`src/rtl/alu_pipe_fifo.sv`:
```
// alu_pipe_fifo: valid/ready ALU with one registered result stage (S1)
// feeding an in-order first-word-fall-through result FIFO.
// rdy is derived from registers only. Space for the S1 result is reserved
// when the transaction is accepted, so S1 can always drain into the FIFO
// on the following edge without checking for room.
module alu_pipe_fifo #(
  parameter int WIDTH = 8,
  parameter int DEPTH = 4
) (
  input  logic                       clk,
  input  logic                       reset,
  input  logic                       vld,
  output logic                       rdy,
  input  logic [WIDTH-1:0]           a,
  input  logic [WIDTH-1:0]           b,
  input  logic [2:0]                 opcode,
  output logic [2*WIDTH-1:0]         out,
  output logic                       opVld,
  input  logic                       opRdy,
  output logic [$clog2(DEPTH):0]     count
);

  localparam int RW = 2 * WIDTH;
  localparam int AW = $clog2(DEPTH);
  localparam int CW = AW + 1;

  localparam logic [2:0] OP_ADD = 3'd0;
  localparam logic [2:0] OP_SUB = 3'd1;
  localparam logic [2:0] OP_MUL = 3'd2;
  localparam logic [2:0] OP_AND = 3'd3;
  localparam logic [2:0] OP_OR  = 3'd4;
  localparam logic [2:0] OP_XOR = 3'd5;
  localparam logic [2:0] OP_SHL = 3'd6;
  localparam logic [2:0] OP_CMP = 3'd7;

  localparam logic [RW-1:0] SHIFT_MOD = RW'(RW);
  localparam logic [CW:0]   OCC_LIMIT = (CW + 1)'(DEPTH);
  localparam logic [AW-1:0] PTR_ONE   = AW'(1'b1);
  localparam logic [CW-1:0] CNT_ONE   = CW'(1'b1);

  // Operand extension and ALU result
  logic [RW-1:0] w_a_ext;
  logic [RW-1:0] w_b_ext;
  logic [RW-1:0] w_shamt;
  logic [RW-1:0] w_res;

  // Handshake and FIFO control
  logic          w_accept;
  logic          w_push;
  logic          w_pop;
  logic [CW:0]   w_occ;
  logic [CW-1:0] w_count_nxt;

  // State
  logic          r_live;
  logic          r_s1_vld;
  logic [RW-1:0] r_s1_res;
  logic [AW-1:0] r_wptr;
  logic [AW-1:0] r_rptr;
  logic [CW-1:0] r_count;
  logic [RW-1:0] r_mem [DEPTH];

  assign w_a_ext = {{WIDTH{1'b0}}, a};
  assign w_b_ext = {{WIDTH{1'b0}}, b};
  assign w_shamt = w_b_ext % SHIFT_MOD;

  // Combinational ALU producing the double-width result for the S1 load
  always_comb begin
    w_res = {RW{1'b0}};
    case (opcode)
      OP_ADD:  w_res = w_a_ext + w_b_ext;
      OP_SUB:  w_res = w_a_ext - w_b_ext;
      OP_MUL:  w_res = w_a_ext * w_b_ext;
      OP_AND:  w_res = w_a_ext & w_b_ext;
      OP_OR:   w_res = w_a_ext | w_b_ext;
      OP_XOR:  w_res = w_a_ext ^ w_b_ext;
      OP_SHL:  w_res = w_a_ext << w_shamt;
      OP_CMP:  w_res = {{(RW-3){1'b0}}, (a > b), (a == b), (a < b)};
      default: w_res = {RW{1'b0}};
    endcase
  end

  // Occupancy counts the result held in S1 as well, so an accept always
  // has a FIFO slot reserved. r_live keeps rdy low during and right after reset.
  assign w_occ    = {1'b0, r_count} + {{CW{1'b0}}, r_s1_vld};
  assign rdy      = r_live && (w_occ < OCC_LIMIT);
  assign w_accept = vld && rdy;
  assign w_push   = r_s1_vld;
  assign opVld    = (r_count != {CW{1'b0}});
  assign w_pop    = opVld && opRdy;
  assign count    = r_count;
  assign out      = opVld ? r_mem[r_rptr] : {RW{1'b0}};

  // Next FIFO count from the push/pop pair; push+pop leaves it unchanged
  always_comb begin
    w_count_nxt = r_count;
    case ({w_push, w_pop})
      2'b10:   w_count_nxt = r_count + CNT_ONE;
      2'b01:   w_count_nxt = r_count - CNT_ONE;
      default: w_count_nxt = r_count;
    endcase
  end

  // S1 result stage and the post-reset enable for rdy
  always_ff @(posedge clk or negedge reset) begin
    if (!reset) begin
      r_live   <= 1'b0;
      r_s1_vld <= 1'b0;
      r_s1_res <= {RW{1'b0}};
    end else begin
      r_live   <= 1'b1;
      r_s1_vld <= w_accept;
      if (w_accept) begin
        r_s1_res <= w_res;
      end
    end
  end

  // FIFO pointers and count; pointers wrap naturally since DEPTH is a power of 2
  always_ff @(posedge clk or negedge reset) begin
    if (!reset) begin
      r_wptr  <= {AW{1'b0}};
      r_rptr  <= {AW{1'b0}};
      r_count <= {CW{1'b0}};
    end else begin
      r_count <= w_count_nxt;
      if (w_push) begin
        r_wptr <= r_wptr + PTR_ONE;
      end
      if (w_pop) begin
        r_rptr <= r_rptr + PTR_ONE;
      end
    end
  end

  // FIFO storage; contents are never visible unless count is non-zero
  always_ff @(posedge clk) begin
    if (w_push) begin
      r_mem[r_wptr] <= r_s1_res;
    end
  end

endmodule

```
`config.mk`:
```
export PLATFORM = sky130hd
export DESIGN_NAME = alu_pipe_fifo
export DESIGN_NICKNAME = d
export VERILOG_FILES = /design/src/rtl/alu_pipe_fifo.sv
export SDC_FILE = /design/constraint.sdc
export NUM_CORES = 1
export LEC_CHECK = 0
export ABC_AREA = 1
export CORE_MARGIN = 4
export CORE_UTILIZATION = 50
export CTS_CLUSTER_DIAMETER = 120
export DETAILED_ROUTE_END_ITERATION = 7
export PLACE_DENSITY = 0.78
export SYNTH_ARGS = -nofsm -noshare
export SYNTH_HDL_FRONTEND = slang
export SYNTH_SLANG_ARGS = --single-unit
export TNS_END_PERCENT = 5
```
`constraint.sdc`:
```
create_clock -name clk -period 2.5 [get_ports clk]
set_clock_uncertainty 0.2 [all_clocks]
set_input_delay 0.375 -clock clk [delete_from_list [all_inputs] [get_ports clk]]
set_output_delay 0.375 -clock clk [all_outputs]
set_load 0.005 [all_outputs]
```
# Word level (Yosys, flattened, before mapping)
# Memory sizes are Yosys's and may differ from the RTL's.
# Cells that the tools add are included.
[totals]
in_bits = 23
ff_bits = 25
ram_bits = 64
n_memories = 1
out_inout_bits = 21
[op_classes]
n_eq_ne = 10
n_shift = 1
n_mux = 5
n_reduce_logical = 6
n_lt_le_gt_ge = 3
addsub = 7
n_bitwise = 3
multipliers = 1
[memory_table]
columns = ["memory", "words", "width", "rd", "rd_ports_with_merged_regs", "wr", "line", "text"]
rows = [
  ["r_mem", 4, 16, 1, 0, 1, "61", "logic [RW-1:0] r_mem [DEPTH];"],
]
[ops]
columns = ["operator", "n"]
rows = [
  ["16-bit case mux with 8 select lines", 1],
  ["8-bit by 8-bit multiplier with 16-bit output", 1],
  ["16-bit 2-to-1 mux", 1],
  ["8-bit by 4-bit left shift with 16-bit output", 1],
  ["3-bit equality test, second input constant", 4],
  ["8-bit by 8-bit adder with 9-bit output", 1],
  ["8-bit by 8-bit subtractor with 9-bit output", 1],
  ["8-bit AND", 1],
  ["8-bit equality test", 1],
  ["8-bit > comparator", 1],
  ["8-bit < comparator", 1],
  ["8-bit bitwise OR", 1],
  ["8-bit XOR", 1],
  ["3-bit by 2-bit equality test with 1-bit output, second input constant", 2],
  ["3-bit case mux with 2 select lines", 1],
  ["2-bit by 1-bit adder with 2-bit output, second input constant", 2],
  ["3-bit by 1-bit adder with 4-bit output", 1],
  ["4-bit by 3-bit < comparator with 1-bit output, second input constant", 1],
  ["3-bit by 1-bit adder with 3-bit output, second input constant", 1],
  ["3-bit by 1-bit equality test with 1-bit output, second input constant", 1],
  ["1-bit logical AND", 3],
  ["3-bit logical NOT", 1],
  ["3-bit nonzero test", 1],
  ["3-bit by 1-bit subtractor with 3-bit output, second input constant", 1],
  ["other kinds (4)", 5],
]

# Longest topological paths before layout
[depth]
ltp_word = 4
depth_mapped = 23
ltp_nobuf = 22

# Worst setup path before layout
# Ideal clock, no wire load.
[synth_timing]
kind = "input-to-reg"
from = "input port b[2]"
to = "register r_s1_res[10]"
path_slack_ps = -1889
required_time_ps = 2184
arrival_ps = 4072
setup_ps = 116
cell_stages = 22
path_buffers = 2
cell_sequence = "buf_2 -> clkbuf_1 -> nand2_1 -> fa_1 -> fa_1 -> inv_1 -> fa_1 -> inv_1 -> fa_1 -> inv_1 -> ha_1 -> nand2_1 -> nand2_1 -> nand2_1 -> nand2_1 -> inv_1 -> nand2_1 -> or2_2 -> nand3_1 -> nand2_1 -> nand2_1 -> nand2_1"
[synth_between]
elab_chain_len = 2
[synth_rtl]
columns = ["item", "line", "text"]
rows = [
  ["from (decl)", "15", "input logic [WIDTH-1:0] b,"],
  ["8-bit by 8-bit multiplier with 16-bit output, or another cell as far along", "73", "OP_MUL: w_res = w_a_ext * w_b_ext;"],
  ["16-bit case mux with 8 select lines (*)", "70", "case (opcode)"],
  ["to (signal assigned)", "109", "r_s1_res <= {RW{1'b0}};"],
  ["to (signal assigned)", "114", "r_s1_res <= w_res;"],
  ["to (decl)", "57", "logic [RW-1:0] r_s1_res;"],
]
# Mark *: on every way between the ends. The rest lies on a longest branch, timed or not.
# A chain may end at the register's enable or synchronous reset.

# Worst setup path in the final report
[layout_timing]
from = "input port b[3]"
to = "register r_s1_res[11]"
# Same word-level chain as after synthesis.

==> impl_metrics.sql <==
INSERT INTO impl_metrics (metric_group, metric, value, unit) VALUES
('worst_setup_path', 'reg2reg_to', 'count[2]', ''),
('clock_tree', 'cts-root-to-sink-buffers', '2', ''),
('finish', 'num-nets-final', '1286', ''),
('global_route', 'grt_first_pass_wirelength', '33300', 'um'),
('synthesis', 'async_flop_share', '28.1', '%'),
('worst_setup_path', 'rrSetupSlack', '0.16', 'ns'),
('clock_tree', 'root_buffer_master', 'clkbuf_16', ''),
('worst_setup_path', 'timing.critical_path.slowest_cell_delay', '0.56', 'ns'),
('detailed_routing', 'postRouteWirelength', '21000', 'um'),
('detailed_routing', 'routed.top_layer', 'met4', ''),
('worst_setup_path', 'crit_chain', 'buf_6, buf_6, buf_6, nand2_4, inv_2, fa_1, fa_1, fa_1, inv_2, fa_1, inv_2, ha_4, nand2_1, nand2_2, nand2_2, nand2_2, inv_1, nand2_2, a21oi_1, o21ai_1, nand2_1, nand2_1, nand2_1', ''),
('detailed_routing', 'drtIter0Drc', '575', ''),
('clock_tree', 'cts_made_buffers', '9', ''),
('sta', 'max_clock_freq', '253', 'MHz'),
('synthesis', 'seq_area_frac_synth', '33.0', '%'),
('sta', 'hold_viol_final', '0', ''),
('synthesis', 'synth.cell_area', '7710', 'um^2'),
('worst_setup_path', 'critPathSlowestCell', 'fa_1', ''),
('die', 'placementRows', '45', ''),
('worst_setup_path', 'setup_crit_end_kind', 'flip-flop', ''),
('clock_tree', 'cts.reportedPaths.clkPinSlew', '0.05', 'ns'),
('synthesis', 'synthMostInstantiatedCell', 'nand2_1', ''),
('finish', 'area.growth.synth_to_final', '25.9', '%'),
('sta', 'rsz0062_at_grt', 'yes', ''),
('sta', 'finalCriticalPeriod', '3.96', 'ns'),
('worst_setup_path', 'first_element_of_the_critical_path', 'b[3]', ''),
('run_status', 'violations', 'setup timing', ''),
('placed_design', 'place_hpwl', '16100', 'um'),
('synthesis', 'synth.largest_area_cell', 'edfxtp_1', ''),
('synthesis', 'number_of_enable_flip_flop_cells_after_synthesis', '64', ''),
('worst_setup_path', 'required', '2.53', 'ns'),
('detailed_routing', 'routedWlPerCell', '15.5', 'um'),
('power', 'power.static_leakage', '5.03', 'nW'),
('detailed_routing', 'avgViaCountPerCell', '5.27', ''),
('run', 'maximum_capacitance_violations', '0', ''),
('synthesis', 'ys.flop_type', 'edfxtp_1', ''),
('synthesis', 'netlist_top_cells_area', 'edfxtp_1 (25%), nand2_1 (12%), ha_1 (11%)', ''),
('sta', 'setup_viol', '29', ''),
('min_path', 'worstHoldPathType', 'primary input to async pin', ''),
('finish', 'layout.cell_area.non_filler', '9710', 'um^2'),
('finish', 'inserted_diodes', '0', ''),
('detailed_routing', 'route.met2.wl', '10700', 'um'),
('placed_design', 'dp_cells', '1327', ''),
('synthesis', 'synthesis.yosys.warnings', '0', ''),
('detailed_routing', 'final_routed_drc_violation_total', '0', ''),
('finish', 'final_layout_size_suffix_gt1_share', '20.5', '%'),
('die', 'die_x', '132', 'um'),
('run_status', 'status', 'finished, violations left', ''),
('power', 'fin_total_pwr', '0.00801', 'W'),
('sta', 'slew-limit-headroom', '52.1', '%'),
('global_route', 'groute.usage.overall', '23.6', '%'),
('placed_design', 'place.port_buffers', '43', ''),
('worst_setup_path', 'worstSetupEndpoint', 'r_s1_res[11]', ''),
('worst_setup_path', 'arrival', '3.98', 'ns'),
('detailed_routing', 'drtAntennaViolNets', '0', ''),
('die', 'die_h', '132', 'um'),
('power', 'peak_ir_drop_on_the_vdd_network', '0.522', 'mV'),
('finish', 'number_of_cells_in_the_finished_layout_apart_from_fillers', '1351', ''),
('worst_setup_path', 'crit_type', 'primary input to flip-flop', ''),
('power', 'powerDensity', '825', 'nW/um^2'),
('placed_design', 'gp_routability_congestion', '0.973', ''),
('clock_tree', 'clk-insertion-delay-late', '0.33', 'ns'),
('placed_design', 'cell_area_after_placement', '9150', 'um^2'),
('sta', 'worst_slew_pin_slew', '0.718', 'ns'),
('synthesis', 'synth.distinct_cells', '38', ''),
('clock_tree', 'cts_hold_buf', '0', ''),
('worst_setup_path', 'cp_max_fo', '4', ''),
('sta', 'postLayoutSetupSlackWorst', '-1.46', 'ns'),
('global_route', 'overflow', '0', ''),
('detailed_routing', 'met3_length', '1070', 'um'),
('die', 'starting_utilization_of_the_core_area', '50.9', '%');
report_power, final:
part           total [W]  switching [W]  internal, W  leakage (nW)
sequential       0.00226       0.000264      0.00200         0.903
clock            0.00131       0.000491     0.000823         0.147
combinational    0.00443        0.00241      0.00201          3.98
total            0.00801        0.00317      0.00484          5.03
critical path, delay by kind of cell:
kind,cells,cell delay (ns)
buffers and inverters,7,0.51
AO/OA/AOI/OAI,2,0.15
AND/OR/NAND/NOR,9,0.57
adder cells (fa/ha/maj),5,2.36
cells by family after synthesis:
group,Yosys count,share of synthesized area (%)
buffers and inverters,226,11.7
and+or+nand+nor,489,26.8
other,1,0.0486
DFF,89,33.0
adders and majority gates,105,20.8
xor gates and xnor gates,7,0.795
AOI/OAI and AO/OA,103,6.85
metrics by stage:
step	worst slack, ns	hold slack (ns)	utilization (%)
floorplan	-1.48	-0.121	-
global placement	-2.16	0.295	60.4
detailed placement	-2.26	0.295	60.4
CTS	-1.32	0.220	63.4
global route	-1.61	0.251	64.1
finish	-1.46	0.216	64.1
registers in the layout (all words and copies together) (netlist names):
| register | count |
|---|---|
| r_wptr | 2 |
| count | 3 |
| r_s1_vld | 1 |
| r_s1_res | 16 |
| r_mem | 64 |
| r_live | 1 |
| r_rptr | 2 |
what timing repair did:
action	in CTS	in global routing
pin swaps	31	16
gates resized for setup	102	33
buffers inserted	6	2
setup endpoints to repair	32	33
final cells by class:
type	count	area, um^2
multi-input combinational	705	4530
fill	1269	5440
sequential	89	2550
clock buffer	13	260
clock inverter	3	38.8
tap	188	235
inverter	187	702
timing repair buffer	166	1390
metal layers:
| layer | GRT usage [%] | up-vias |
|---|---|---|
| met4 | 6.41 | 0 |
| met2 | 42.6 | 262 |
| met1 | 30.2 | 3325 |
| met3 | 2.44 | 47 |
| li1 | - | 3486 |
| met5 | 0 | - |
worst min path at each step:
stage	start	to	slack, ns
finish	reset	r_s1_res[12]	0.22
global route	reset	r_s1_res[13]	0.25
CTS	reset	r_s1_res[12]	0.22
detailed placement	r_s1_res[7]	r_mem[2][7]	0.29
global placement	r_s1_res[8]	r_mem[0][8]	0.30
floorplan	reset	count[0]	-0.12
layout by cell type, fill, tap and decap left out, drive strengths merged, types with 5 or more instances in the layout:
| cell | synthesis | routed |
|---|---|---|
| clkdlybuf4s50 | 0 | 27 |
| o21ai | 53 | 53 |
| edfxtp | 64 | 64 |
| ha | 66 | 66 |
| a21oi | 43 | 43 |
| xor2 | 6 | 6 |
| nor3 | 8 | 8 |
| clkbuf | 22 | 13 |
| nand3 | 88 | 88 |
| fa | 39 | 39 |
| nor2 | 114 | 114 |
| inv | 187 | 187 |
| or2 | 5 | 5 |
| nand2 | 255 | 255 |
| nand4 | 15 | 15 |
| dfrtp | 25 | 25 |
| buf | 17 | 135 |
(Power assumes the default switching activity.)
